==> src/rtl/rect_renderer_multi.sv <==
// Multi-slot rectangle overlay for a daisy-chained pixel/program stream.
// Double-buffered slot registers (shadow -> active on commit), fixed 2-cycle pipeline.
module rect_renderer_multi #(
  parameter int X_W       = 11,
  parameter int Y_W       = 12,
  parameter int COL_W     = 12,
  parameter int NUM_RECTS = 4,
  parameter int BORDER    = 2
) (
  input  logic             clk,
  input  logic             rst,
  input  logic             program_in,
  input  logic [X_W-1:0]   x_in,
  input  logic [Y_W-1:0]   y_in,
  input  logic [COL_W-1:0] data_in,
  output logic             program_out,
  output logic [X_W-1:0]   x_out,
  output logic [Y_W-1:0]   y_out,
  output logic [COL_W-1:0] data_out
);

  localparam int SLOT_W = Y_W - 3;
  localparam int XC_W   = (COL_W > X_W) ? COL_W : X_W;
  localparam int EXT_W  = (XC_W > Y_W) ? XC_W : Y_W;
  localparam logic [X_W:0] BX = (X_W+1)'(BORDER);
  localparam logic [Y_W:0] BY = (Y_W+1)'(BORDER);

  logic [X_W-1:0]   sh_x_q   [NUM_RECTS];
  logic [Y_W-1:0]   sh_y_q   [NUM_RECTS];
  logic [X_W-1:0]   sh_w_q   [NUM_RECTS];
  logic [Y_W-1:0]   sh_h_q   [NUM_RECTS];
  logic [COL_W-1:0] sh_col_q [NUM_RECTS];
  logic [1:0]       sh_ctl_q [NUM_RECTS];
  logic [X_W-1:0]   ac_x_q   [NUM_RECTS];
  logic [Y_W-1:0]   ac_y_q   [NUM_RECTS];
  logic [X_W-1:0]   ac_w_q   [NUM_RECTS];
  logic [Y_W-1:0]   ac_h_q   [NUM_RECTS];
  logic [COL_W-1:0] ac_col_q [NUM_RECTS];
  logic [1:0]       ac_ctl_q [NUM_RECTS];

  logic [EXT_W-1:0]  data_ext;
  logic              claim;
  logic [SLOT_W-1:0] slot_sel;
  logic [2:0]        reg_sel;

  assign data_ext = EXT_W'(data_in);
  assign claim    = program_in && (x_in == '0);
  assign slot_sel = y_in[Y_W-1:3];
  assign reg_sel  = y_in[2:0];

  // Slot register file; slots beyond NUM_RECTS simply match no index.
  always_ff @(posedge clk) begin
    if (rst) begin
      for (int i = 0; i < NUM_RECTS; i++) begin
        sh_x_q[i] <= '0;  sh_y_q[i] <= '0;  sh_w_q[i] <= '0;  sh_h_q[i] <= '0;
        sh_col_q[i] <= '1; sh_ctl_q[i] <= '0;
        ac_x_q[i] <= '0;  ac_y_q[i] <= '0;  ac_w_q[i] <= '0;  ac_h_q[i] <= '0;
        ac_col_q[i] <= '1; ac_ctl_q[i] <= '0;
      end
    end else if (claim) begin
      if (reg_sel == 3'd7) begin
        for (int i = 0; i < NUM_RECTS; i++) begin
          ac_x_q[i] <= sh_x_q[i];  ac_y_q[i] <= sh_y_q[i];
          ac_w_q[i] <= sh_w_q[i];  ac_h_q[i] <= sh_h_q[i];
          ac_col_q[i] <= sh_col_q[i]; ac_ctl_q[i] <= sh_ctl_q[i];
        end
      end else begin
        for (int i = 0; i < NUM_RECTS; i++) begin
          if (slot_sel == SLOT_W'(i)) begin
            case (reg_sel)
              3'd0: sh_x_q[i]   <= data_ext[X_W-1:0];
              3'd1: sh_y_q[i]   <= data_ext[Y_W-1:0];
              3'd2: sh_w_q[i]   <= data_ext[X_W-1:0];
              3'd3: sh_h_q[i]   <= data_ext[Y_W-1:0];
              3'd4: sh_col_q[i] <= data_in;
              3'd5: sh_ctl_q[i] <= data_in[1:0];
              default: ;
            endcase
          end
        end
      end
    end
  end

  // One extra bit on every coordinate so x+w and y+h never wrap.
  function automatic logic hit_fn(
    input logic [X_W-1:0] px, input logic [Y_W-1:0] py,
    input logic [X_W-1:0] rx, input logic [Y_W-1:0] ry,
    input logic [X_W-1:0] rw, input logic [Y_W-1:0] rh,
    input logic [1:0]     ctl
  );
    logic [X_W:0] xe, x0, x1;
    logic [Y_W:0] ye, y0, y1;
    logic         fill, near_edge;
    xe = {1'b0, px};
    x0 = {1'b0, rx};
    x1 = x0 + {1'b0, rw};
    ye = {1'b0, py};
    y0 = {1'b0, ry};
    y1 = y0 + {1'b0, rh};
    fill = ctl[0] && (xe >= x0) && (xe < x1) && (ye >= y0) && (ye < y1);
    near_edge = ((xe - x0) < BX) || ((x1 - (X_W+1)'(1) - xe) < BX) ||
                ((ye - y0) < BY) || ((y1 - (Y_W+1)'(1) - ye) < BY);
    return fill && (!ctl[1] || near_edge);
  endfunction

  logic [NUM_RECTS-1:0] hit_d;
  always_comb begin
    hit_d = '0;
    for (int i = 0; i < NUM_RECTS; i++) begin
      hit_d[i] = !program_in && hit_fn(x_in, y_in, ac_x_q[i], ac_y_q[i],
                                       ac_w_q[i], ac_h_q[i], ac_ctl_q[i]);
    end
  end

  logic                 p1_q;
  logic [X_W-1:0]       x1_q;
  logic [Y_W-1:0]       y1_q;
  logic [COL_W-1:0]     d1_q;
  logic [NUM_RECTS-1:0] hit1_q;
  logic [COL_W-1:0]     col1_q [NUM_RECTS];
  logic [COL_W-1:0]     sel_col;

  // Colours are captured alongside the hit vector so a commit landing between
  // the two stages cannot pair old geometry with a new colour.
  always_ff @(posedge clk) begin
    if (rst) begin
      p1_q   <= 1'b0;
      x1_q   <= '0;
      y1_q   <= '0;
      d1_q   <= '0;
      hit1_q <= '0;
      for (int i = 0; i < NUM_RECTS; i++) col1_q[i] <= '0;
    end else begin
      p1_q   <= program_in;
      x1_q   <= program_in ? (x_in - X_W'(1)) : x_in;
      y1_q   <= y_in;
      d1_q   <= data_in;
      hit1_q <= hit_d;
      for (int i = 0; i < NUM_RECTS; i++) col1_q[i] <= ac_col_q[i];
    end
  end

  always_comb begin
    sel_col = d1_q;
    for (int i = NUM_RECTS - 1; i >= 0; i--) begin
      if (hit1_q[i]) sel_col = col1_q[i];
    end
  end

  always_ff @(posedge clk) begin
    if (rst) begin
      program_out <= 1'b0;
      x_out       <= '0;
      y_out       <= '0;
      data_out    <= '0;
    end else begin
      program_out <= p1_q;
      x_out       <= x1_q;
      y_out       <= y1_q;
      data_out    <= sel_col;
    end
  end

endmodule

==> config.mk <==
export PLATFORM = sky130hd
export DESIGN_NAME = rect_renderer_multi
export DESIGN_NICKNAME = d
export VERILOG_FILES = /design/src/rtl/rect_renderer_multi.sv
export SDC_FILE = /design/constraint.sdc
export NUM_CORES = 1
export LEC_CHECK = 0
export BUFFER_PORTS_ARGS = -buffer_cell sky130_fd_sc_hd__buf_2
export CORE_MARGIN = 3
export CORE_UTILIZATION = 30
export CTS_CLUSTER_DIAMETER = 50
export DETAILED_ROUTE_END_ITERATION = 10
export SLEW_MARGIN = 20
export SYNTH_ARGS = -nofsm -noshare
export SYNTH_HDL_FRONTEND = slang
export SYNTH_SLANG_ARGS = --single-unit
==> constraint.sdc <==
create_clock -name clk -period 14.3 [get_ports clk]
set_input_delay 0.715 -clock clk [delete_from_list [all_inputs] [get_ports clk]]
set_output_delay 0.715 -clock clk [all_outputs]
set_load 0.01 [all_outputs]
# After elaboration in Yosys (flattened, before gate mapping)
# Memories as Yosys holds them, arrays and structs flattened.
# Index checks and enable logic that the tools add are counted.
word_totals:
  word_cells: 387
  ram_bits: 528
  rom_bits: 0
  latchBits: 0
  inputBits: 38
  out_inout_bits: 36
  mem_count: 13
  reg_bits: 76
classes:
  n_lt_le_gt_ge: 32
  n_reduce_logical: 49
  n_shift: 0
  mux: 190
  add_sub_neg: 33
  n_div: 0
  n_mul: 0
  n_eq_ne: 9
  bitwise_logic: 52
memory_table:
  columns: ["memory", "words", "width", "read_ports", "rd_ports_with_merged_regs", "write_ports", "line", "text"]
  rows:
  - ["ac_col_q", 4, 12, 4, 0, 4, "38", "logic [COL_W-1:0] ac_col_q [NUM_RECTS];"]
  - ["ac_h_q", 4, 12, 4, 0, 4, "37", "logic [Y_W-1:0] ac_h_q [NUM_RECTS];"]
  - ["ac_y_q", 4, 12, 4, 0, 4, "35", "logic [Y_W-1:0] ac_y_q [NUM_RECTS];"]
  - ["col1_q", 4, 12, 4, 0, 4, "121", "logic [COL_W-1:0] col1_q [NUM_RECTS];"]
  - ["sh_col_q", 4, 12, 4, 0, 4, "32", "logic [COL_W-1:0] sh_col_q [NUM_RECTS];"]
  - ["sh_h_q", 4, 12, 4, 0, 4, "31", "logic [Y_W-1:0] sh_h_q [NUM_RECTS];"]
  - ["+7 memories", null, null, null, null, null, null, null]
ops:
  columns: ["op", "count"]
  rows:
  - ["two-way mux 12 bit", 32]
  - ["two-way mux 11 bit", 17]
  - ["two-way mux 1 bit", 133]
  - ["less-than comparator 13 x 2 -> 1 bit (second input constant)", 8]
  - ["less-than comparator 12 x 2 -> 1 bit (second input constant)", 8]
  - ["adder 12 x 12 -> 13 bit", 4]
  - ["less-than comparator 12 x 13 -> 1 bit", 4]
  - ["OR 1 bit", 52]
  - ["subtractor 12 x 12 -> 13 bit", 4]
  - ["subtractor 13 x 1 -> 13 bit (second input constant)", 4]
  - ["subtractor 13 x 12 -> 13 bit", 4]
  - ["adder 11 x 11 -> 12 bit", 4]
  - ["greater-or-equal comparator 12 bit", 4]
  - ["less-than comparator 11 x 12 -> 1 bit", 4]
  - ["subtractor 11 x 11 -> 12 bit", 4]
  - ["subtractor 12 x 1 -> 12 bit (second input constant)", 4]
  - ["subtractor 12 x 11 -> 12 bit", 4]
  - ["greater-or-equal comparator 11 bit", 4]
  - ["logical AND 1 bit", 25]
  - ["equality test 9 x 2 -> 1 bit (second input constant)", 2]
  - ["logical OR 1 bit", 16]
  - ["two-way mux 2 bit", 8]
  - ["zero test 11 bit", 1]
  - ["subtractor 11 x 1 -> 11 bit (second input constant)", 1]
  - ["other kinds (7)", 14]

# Depth between registers and ports, before layout
logic_depth:
  word_depth: 10
  depth_mapped: 21
  depth_no_buf: 21

# Worst setup path before layout
# No wires, ideal clock.
synth_timing:
  kind: "input port to flip-flop"
  startpoint: "input x_in[1]"
  endpoint: "memory ac_col_q[0][0] (enable)"
  path_buffers: 0
  arrival_time_ps: 13312
  setup_slack_ps: 97
  path_stages: 9
  required_time_ps: 13409
  setup_ps: 891
  path_cell_list: "inv_1 -> ha_1 -> nand2_1 -> nor3_2 -> nand3_2 -> or4_4 -> inv_2 -> nand2_1 -> o21bai_1"
synth_lines:
  columns: ["element", "line", "text"]
  rows:
  - ["from (decl)", "13", "input logic [X_W-1:0] x_in,"]
  - ["to (decl)", "38", null]

==> impl_metrics.ini <==
[pwr]
sw_frac_of_total_pct = 26.1
power_switching_mw = 1.18
p_per_area_nw_per_um2 = 112
p_leak_nw = 16.1
pwr-share-seq_pct = 43.9
peakVddDrop_uv = 140
pwr-share-comb_pct = 13.6
intPower_mw = 3.34
total_power_mw = 4.51
power_frac_clock_pct = 42.5

[setup_path]
crit_type = register to register
r2r_start = ac_x_q[3][0]
crit_required_ps = 14850
cp_data_arrival_time_ps = 5430
cp-startpoint = ac_x_q[3][0]
worst_setup_path_end_kind = register
startpoint_type = register
critPathMaxFanout = 7

[global_route]
grt_max_degree = 145
grt_antenna_before_repair = 3
grt_use_total_pct = 15.0
grt_pass1_vias = 24383
grt_pass1_wl_um = 143000
grt.overflow.total = 0

[yosys]
syn_nets = 3880
synth-async-reset-ratio_pct = 0
syn_inst = 3465
synth_cell_types = 84
ys_ff_latch = 604
synth_enable_flop_cells = 480
synth_flop_cell = edfxtp_1
avgSynthCellArea_um2 = 10.3
synth_seq_area_share_pct = 47.3
synth_warnings = 0
syn_area_um2 = 35700

[timing]
fin_skew_ps = 17.4
worst_pin_slew_ps = 1100
setup_viol_count_final = 0
maxSlewViolCount = 0
hold_viol = 0
setup_ws_ps = 9420
maxSlewHeadroom_pct = 26.3
rsz0062_at_grt = no
fmax_ghz = 0.205
timing.final.crit_share_pct = 34.1
setup_tns_ps = 0
fin_crit_ps = 4880

[clock_tree]
hold_buffers = 0
post_cts_buffers = 0
clk_pin_slew_ps = 60
cts_max_level = 3
post_cts_resize_count = 0
clk_latency_ps = 620
cts.sink_count = 604
clockBufferDepth = 3
root_buffer = clkbuf_16
numCtsBuffers = 74
cts_tree = built

[finish]
fin_util_pct = 34.4
area.growth.synth_to_final_pct = 12.8
layout.nets = 3942
drive_gt1_share_pct = 7.39
final_cells = 5111
antennaDiodeCount = 0

[flow_run]
drv_cap = 0

[floorplan]
fp.dieH_um = 351
dieArea_um2 = 123000
die_w_um = 351
core_um2 = 117000
pin_count = 74
rows = 125
start_util_pct = 30.5

[routing]
ant_nets = 0
wl_per_cell_um = 18.2
wirelength_um = 93100
route.detailed.drc = 0
via_count = 24908
dr.pass1.iters = 5
dr.first_iter.drc_count = 1907
vias_per_cell = 4.87

[placed_design]
dp_cells = 4975
pre_cts_slack_ps = 9060
port_buffers = 73
dpl.hpwl_um = 66500
place.gp.congestion = 0.871

[worst_hold_path]
holdCritStartpoint = data_in[8]
hold_path.class = primary input to register

[status]
status = finished clean
stage by stage:
stage / hold WS, ps / cell area [µm²]
global route: 424 / 40300
CTS: 387 / 40300
finish: 428 / 40300
detailed placement: 420 / 37700
floorplan: 414 / 35700
global placement: 418 / 37700
Yosys cell counts, types with 38 or more instances:
master / n / share of area [%]
a21o_1: 70 / 1.5
a21oi_1: 227 / 3.2
and2_1: 197 / 3.5
clkbuf_1: 58 / 0.61
dfxtp_1: 124 / 7.0
edfxtp_1: 480 / 40
ha_1: 353 / 12
inv_1: 283 / 3.0
nand2_1: 109 / 1.1
nand2b_1: 148 / 2.6
nand3_1: 39 / 0.55
nor2_1: 418 / 4.4
nor2b_1: 119 / 2.1
nor3_1: 75 / 1.1
o21a_1: 42 / 0.88
o21ai_0: 120 / 1.7
o21bai_1: 38 / 0.80
xnor2_1: 105 / 2.6
xor2_1: 52 / 1.3
power by group through the flow:
stage / logic, mW / registers (mW) / clock network [mW]
4_1_cts: 0.612 / 1.98 / 1.95
2_1_floorplan: 0.433 / 2.02 / 0
6_report: 0.614 / 1.98 / 1.92
3_3_place_gp: 0.603 / 2.02 / 0
3_5_place_dp: 0.608 / 2.02 / 0
5_1_grt: 0.683 / 1.99 / 2.03
flip-flops by register name (all words and copies together), names as in the netlist:
name,flops
ac_col_q,48
ac_ctl_q,8
ac_h_q,48
ac_w_q,44
ac_x_q,44
ac_y_q,48
col1_q,48
d1_q,12
data_out,12
hit1_q,4
p1_q,1
program_out,1
sh_col_q,48
sh_ctl_q,8
sh_h_q,48
sh_w_q,44
sh_x_q,44
sh_y_q,48
x1_q,11
x_out,11
y1_q,12
y_out,12
layer usage:
layer | GRT usage, % | part of all wire [%] | up-vias | wire (µm)
met5 | 0 | 0 | - | 0
met4 | 5.95 | 3.7 | 0 | 3440
met3 | 1.72 | 4.3 | 182 | 3990
met2 | 25.5 | 47 | 624 | 44100
met1 | 19.5 | 45 | 11826 | 41600
li1 | - | - | 12276 | -
worst paths after layout:
kind / to / slack, ps / cells past startpoint
worst max-delay path: hit1_q[3] / 9420 / 21
worst min-delay path: sh_col_q[1][8] / 430 / 2
worst max register to register: hit1_q[3] / 9420 / 21
worst min register to register: y_out[9] / 440 / 1
worst max-delay path, cell delays in order, from the launching register on:
cell	delay [ps]
edfxtp_1	430
ha_1	250
fa_1	400
a21o_1	190
a21oi_1	220
o21bai_1	90
a21oi_1	240
o21bai_1	100
a21oi_1	240
o21bai_1	90
a21oi_1	170
xnor2_1	170
ha_1	340
nand2_1	160
o22ai_1	100
nor4_1	290
o221ai_1	180
a21oi_1	150
nand4_1	130
o311a_1	520
a31oi_1	210
o21a_1	140
cell type report:
cell class                 count  area, µm²
clock buffer                  88       1960
clock inverter                48        587
fill                       11647      76900
inverter                     284       1070
multi-input combinational   2470      17300
sequential                   604      16900
tap                         1524       1910
timing repair buffer          93        538
logic make-up after synthesis:
group,synth area share (%)
compound gates,12.5
xor+xnor,3.85
fa+ha+maj,13.7
buf+inv,4.28
flops,47.3
mux,0.876
simple gates,17.5
layout by cell type, fill, tap and decap left out, drive strengths merged, types with 25 or more instances in the layout:
master	synthesis	layout
edfxtp	480	480
nor2	418	418
ha	353	353
inv	284	294
a21oi	227	227
and2	197	197
nand2b	148	148
dfxtp	124	124
o21ai	122	122
nor2b	119	119
nand2	109	109
xnor2	105	105
buf	29	93
clkbuf	78	88
nor3	78	78
a21o	70	70
xor2	52	52
o21a	42	42
nand3	40	40
o21bai	38	38
a31oi	29	29
mux2i	29	29
clkinv	0	28
nand4	25	25
(Power assumes the default switching activity.)
